## config.mk

```make
export PLATFORM = sky130hd
export DESIGN_NAME = uart_rx_ascii
export DESIGN_NICKNAME = d
export VERILOG_FILES = /design/src/rtl/uart_pkg.sv /design/src/rtl/uart_baud_tick.sv /design/src/rtl/uart_rx_ascii.sv
export SDC_FILE = /design/constraint.sdc
export NUM_CORES = 1
export LEC_CHECK = 0
export CAP_MARGIN = 25
export CORE_MARGIN = 4
export CORE_UTILIZATION = 50
export CTS_BUF_LIST = sky130_fd_sc_hd__clkbuf_8
export DETAILED_ROUTE_END_ITERATION = 8
export GPL_TIMING_DRIVEN = 1
export PLACE_DENSITY = 0.76
export SYNTH_ARGS = -nofsm -noshare
export SYNTH_HDL_FRONTEND = slang
export SYNTH_HIERARCHICAL = 1
export SYNTH_SLANG_ARGS = --single-unit
```

## constraint.sdc

```tcl
create_clock -name clk -period 2.1 [get_ports clk]
set_input_delay 0.315 -clock clk [delete_from_list [all_inputs] [get_ports clk]]
set_output_delay 0.315 -clock clk [all_outputs]
set_load 0.02 [all_outputs]
```

## src/rtl/uart_pkg.sv

```systemverilog
// rtl/uart_pkg.sv - shared types, constants and divisor helper for the UART blocks
package uart_pkg;

    typedef enum logic [2:0] {
        IDLE  = 3'd0,
        START = 3'd1,
        DATA  = 3'd2,
        STOP  = 3'd3,
        BREAK = 3'd4
    } uart_state_e;

    localparam int         OVERSAMPLE = 16;
    localparam int         MID_TICK   = 7;
    localparam logic [7:0] ASCII_DASH = 8'd45;

    // Clocks per oversample tick, truncated, never below 1.
    function automatic int uart_div(input int clk_hz, input int baud, input int ovs);
        int d;
        d = clk_hz / (baud * ovs);
        return (d < 1) ? 1 : d;
    endfunction

endpackage

```

## src/rtl/uart_baud_tick.sv

```systemverilog
// rtl/uart_baud_tick.sv - oversample tick generator, one-cycle pulse every DIV clocks
module uart_baud_tick #(
    parameter int DIV = 1
) (
    input  logic clk,
    input  logic rst_n,
    input  logic clear,
    output logic tick
);

    localparam int            CW  = (DIV > 1) ? $clog2(DIV) : 1;
    localparam logic [CW-1:0] TOP = CW'(DIV - 1);

    logic [CW-1:0] cnt_q;
    logic [CW-1:0] cnt_d;

    always_comb begin
        cnt_d = cnt_q;
        if (clear || cnt_q == TOP) begin
            cnt_d = '0;
        end else begin
            cnt_d = cnt_q + 1'b1;
        end
    end

    assign tick = !clear && (cnt_q == TOP);

    always_ff @(posedge clk or negedge rst_n) begin
        if (!rst_n) begin
            cnt_q <= '0;
        end else begin
            cnt_q <= cnt_d;
        end
    end

endmodule

```

## src/rtl/uart_rx_ascii.sv

```systemverilog
// rtl/uart_rx_ascii.sv - 8N1 UART receiver with a held copy of the last good byte
module uart_rx_ascii
    import uart_pkg::*;
#(
    parameter int         CLK_FREQ_HZ = 50_000_000,
    parameter int         BAUD        = 9600,
    parameter int         OVERSAMPLE  = 16,
    parameter logic [7:0] RESET_CHAR  = 8'd45
) (
    input  logic       clk,
    input  logic       rst_n,
    input  logic       rx,
    output logic [7:0] rx_data,
    output logic       rx_valid,
    output logic       frame_err,
    output logic [7:0] ascii_hold,
    output logic       busy
);

    localparam int         DIV       = uart_div(CLK_FREQ_HZ, BAUD, OVERSAMPLE);
    localparam logic [3:0] LAST_TICK = 4'(OVERSAMPLE - 1);
    localparam logic [3:0] MID       = 4'(MID_TICK);

    logic        sync1_q, rx_s_q;
    uart_state_e state_q, state_d;
    logic [3:0]  tick_cnt_q, tick_cnt_d;
    logic [2:0]  bit_idx_q, bit_idx_d;
    logic [7:0]  shift_q, shift_d;
    logic [7:0]  rx_data_q, rx_data_d;
    logic        rx_valid_q, rx_valid_d;
    logic        frame_err_q, frame_err_d;
    logic [7:0]  ascii_hold_q, ascii_hold_d;
    logic        busy_q, busy_d;
    logic        tick;
    logic        tick_clear;

    // Holding the divider in IDLE aligns every tick to the detected start edge.
    assign tick_clear = (state_q == IDLE) || (state_q == BREAK);

    uart_baud_tick #(.DIV(DIV)) u_baud_tick (
        .clk   (clk),
        .rst_n (rst_n),
        .clear (tick_clear),
        .tick  (tick)
    );

    always_comb begin
        state_d      = state_q;
        tick_cnt_d   = tick_cnt_q;
        bit_idx_d    = bit_idx_q;
        shift_d      = shift_q;
        rx_data_d    = rx_data_q;
        rx_valid_d   = 1'b0;
        frame_err_d  = 1'b0;
        ascii_hold_d = ascii_hold_q;
        case (state_q)
            IDLE: begin
                tick_cnt_d = '0;
                bit_idx_d  = '0;
                if (!rx_s_q) begin
                    state_d = START;
                end
            end
            START: begin
                if (tick) begin
                    if (tick_cnt_q == MID) begin
                        tick_cnt_d = '0;
                        state_d    = rx_s_q ? IDLE : DATA;
                    end else begin
                        tick_cnt_d = tick_cnt_q + 4'd1;
                    end
                end
            end
            DATA: begin
                if (tick) begin
                    if (tick_cnt_q == LAST_TICK) begin
                        tick_cnt_d = '0;
                        shift_d    = {rx_s_q, shift_q[7:1]};
                        if (bit_idx_q == 3'd7) begin
                            state_d = STOP;
                        end else begin
                            bit_idx_d = bit_idx_q + 3'd1;
                        end
                    end else begin
                        tick_cnt_d = tick_cnt_q + 4'd1;
                    end
                end
            end
            STOP: begin
                if (tick) begin
                    if (tick_cnt_q == LAST_TICK) begin
                        tick_cnt_d = '0;
                        rx_data_d  = shift_q;
                        if (rx_s_q) begin
                            rx_valid_d   = 1'b1;
                            ascii_hold_d = shift_q;
                            state_d      = IDLE;
                        end else begin
                            frame_err_d = 1'b1;
                            state_d     = BREAK;
                        end
                    end else begin
                        tick_cnt_d = tick_cnt_q + 4'd1;
                    end
                end
            end
            BREAK: begin
                // A line held low must go high before a new start is accepted.
                if (rx_s_q) begin
                    state_d = IDLE;
                end
            end
            default: begin
                state_d = IDLE;
            end
        endcase
        busy_d = (state_d != IDLE);
    end

    always_ff @(posedge clk or negedge rst_n) begin
        if (!rst_n) begin
            sync1_q      <= 1'b1;
            rx_s_q       <= 1'b1;
            state_q      <= IDLE;
            tick_cnt_q   <= '0;
            bit_idx_q    <= '0;
            shift_q      <= '0;
            rx_data_q    <= '0;
            rx_valid_q   <= 1'b0;
            frame_err_q  <= 1'b0;
            ascii_hold_q <= RESET_CHAR;
            busy_q       <= 1'b0;
        end else begin
            sync1_q      <= rx;
            rx_s_q       <= sync1_q;
            state_q      <= state_d;
            tick_cnt_q   <= tick_cnt_d;
            bit_idx_q    <= bit_idx_d;
            shift_q      <= shift_d;
            rx_data_q    <= rx_data_d;
            rx_valid_q   <= rx_valid_d;
            frame_err_q  <= frame_err_d;
            ascii_hold_q <= ascii_hold_d;
            busy_q       <= busy_d;
        end
    end

    assign rx_data    = rx_data_q;
    assign rx_valid   = rx_valid_q;
    assign frame_err  = frame_err_q;
    assign ascii_hold = ascii_hold_q;
    assign busy       = busy_q;

endmodule

```

==> impl_results.md <==
- Worst-path maximum fanout: 5
- Clock Sinks: 48
- Core Rows: 23
- Worst-skew pair later-pin latency: 0.31 ns
- Final setup violation count: 11
- GP Congestion: 0.847
- Multi-input gate area: 931 um^2
- Final count of pins violating max slew: 0
- Yosys warns: 6
- Root Buffer: clkbuf_8
- Critical path data required time: 2.30 ns
- Min-Delay Path Class: primary input to asynchronous set/reset pin
- Pre-Repair DR Iteration Count: 4
- Startpoint Class: flop
- Cell taking the most area after synthesis: dfrtp_1
- Fmax: 460 MHz
- Setup Crit Path Kind: flop to flop
- P per Cell Area: 556 nW/um^2
- Max-slew headroom: 0.597
- Register area: 1210 um^2
- First-pass GRT wire length: 7.50 mm
- DP HPWL: 3.11 mm
- Starting DRT DRC Count: 111
- Synth area leaders: dfrtp_1, mux2_2, dfstp_2
- Register area share after synthesis: 0.561
- Grt ovf: 0
- Ys flop type: dfrtp_1
- Yosys reg bits: 48
- CP Capture Type: flop
- Pleak: 1.22 nW
- Arr. time, crit path: 2.37 ns
- Period utilisation layout: 1.03
- Post-DR wirelength/cell: 16.5 um
- FFs w/ async S/R, synth: 1.00
- Initial antenna violation count: 0
- Post-synth top area share: 0.488
- Failing checks: setup timing
- Post-route DRC: 0
- Gr usage total: 0.184
- P&R area growth vs syn: 23.2%
- Die ar.: 5420 um^2
- Min Tclk post-route: 2.17 ns
- Number of synthesized flops with an enable pin: 0
- Maxcap violations: 0
- Vias in the first global route: 1579
- Fin nets: 231
- # fillers: 301
- Pin count of the biggest net entering global routing: 49
- Placed cells: 263
- Avg Cell Area, Syn: 11.8 um^2
- RSZ-0062 raised after global routing: yes
- Antenna viol nets, final: 0
- Status: finished, violations left
- Hold Violations, Final: 0
- VDD IR max: 0.366 mV
- # IOs: 22
- Vias per inst: 5.74
- Core area: 4090 um^2
- Worst Tran Pin Value: 0.601 ns
- Flop-to-flop setup slack: -0.07 ns
- Hold_buf cts: 0
- Initial Utilization: 0.527
- CTS tree: built
- Most frequent cell after synthesis: dfrtp_1
- DP Worst Slack: -0.0717 ns
- Finished Layout Cells: 274
- CTS Buf Count: 5
- Mapped cell area: 2150 um^2
- Clk slew on worst S/H paths: 0.09 ns
- CTS H-Tree Depth: 2
- Syn Nets: 190
- Via total after detailed routing: 1574
- Mapped Cells: 182
- Worst-case clock skew: 0.00812 ns
- CTS max path bufs: 2
- Synth cell count leaders: dfrtp_1, nand2_1, mux2_2, nor2_1, o21ai_0
- I/O Buffers: 21
- Die Span Y: 73.6 um
- Final Routed Wirelength: 4.52 mm
- Final WS setup: -0.0732 ns
- Chip Width: 73.6 um
- Unique masters post-synth: 36
- ANT cells: 0
- Share of layout cells above drive strength 1: 0.313
-- cells in the final DEF, fill, tap and decap left out, types with 6 or more instances in the layout --
cell,n
mux2_4,7
buf_4,18
nor2_1,12
mux2_2,16
nand2_1,16
o21ai_0,12
nand3_1,9
dfrtp_1,42
dfstp_2,6
a21oi_1,6
inv_1,8
clkdlybuf4s50_1,20
-- state kept, by name (all words and copies together) (netlist names) --
signal and cells:
frame_err 1, shift_q 8, rx_valid 1, ascii_hold 8, rx_s_q 1, tick_cnt_q 4, busy 1, rx_data 8
bit_idx_q 3, sync1_q 1, u_baud_tick/cnt_q 9, state_q 3
-- report_power, final --
group / switching (mW) / total (mW) / leakage (nW) / internal, mW
clock network: 0.297 / 0.525 / 0.0453 / 0.228
logic: 0.0183 / 0.0220 / 0.548 / 0.00370
registers: 0.00199 / 0.929 / 0.629 / 0.927
-- kinds of logic after synthesis --
family,share of synthesized area
AND/OR/NAND/NOR,0.134
flip-flops,0.561
AO/OA/AOI/OAI,0.0953
multiplexers,0.132
buffers and inverters,0.0314
adder cells (fa/ha/maj),0.0291
XOR/XNOR,0.0163
-- critical path, stage by stage (launching register included) --
cell,delay (ns)
dfrtp_1,0.39
and4bb_2,0.31
nand4_1,0.12
nor2_2,0.16
nand4_1,0.18
or4b_4,0.60
mux2_4,0.32
-- path summary, 6_finish.rpt --
check,startpoint,to,depth (start not counted)
worst max register to register,u_baud_tick/cnt_q[7],shift_q[2],6
worst min register to register,sync1_q,rx_s_q,0
worst min-delay path,rst_n,shift_q[3],2
max in group asynchronous,rst_n,sync1_q,2
worst max-delay path,u_baud_tick/cnt_q[7],shift_q[2],6
min in group clk,sync1_q,rx_s_q,0
-- metrics by stage --
| step | setup TNS [ns] | total power, mW | utilization | area [um^2] | hold slack [ns] |
|---|---|---|---|---|---|
| finish | -0.542 | 1.48 | 0.649 | 2650 | 0.0895 |
| global route | -2.02 | 1.54 | 0.649 | 2650 | 0.123 |
| CTS | -0.450 | 1.49 | 0.638 | 2610 | 0.105 |
| detailed placement | -0.689 | 0.970 | 0.614 | 2510 | 0.347 |
| global placement | 0 | 0.969 | 0.614 | 2510 | 0.346 |
| floorplan | -0.538 | 0.948 | - | 2160 | 0.0194 |
-- layout make-up --
| cell class | instances | share of cell area |
|---|---|---|
| inverter | 7 | 0.00990 |
| sequential | 48 | 0.455 |
| tap | 50 | 0.0236 |
| multi-input combinational | 122 | 0.351 |
| clock inverter | 3 | 0.00613 |
| clock buffer | 5 | 0.0259 |
| timing repair buffer | 39 | 0.128 |
-- per-layer routing --
layer	track usage	up-vias	share of wire
li1	-	734	-
met1	0.217	786	0.41
met2	0.320	43	0.52
met3	0.0369	11	0.048
met4	0.0865	0	0.023
met5	0	-	0
-- what timing repair did --
| item | CTS | global route |
|---|---|---|
| buffers inserted | 1 | 3 |
| cloned | 0 | 2 |
| resized for setup | 2 | 8 |
| pin swaps | 0 | 6 |
| endpoints found under the setup margin | 15 | 18 |
| endpoints found under the hold margin | 0 | 0 |
No activity file was read; power rests on OpenSTA's default activity.
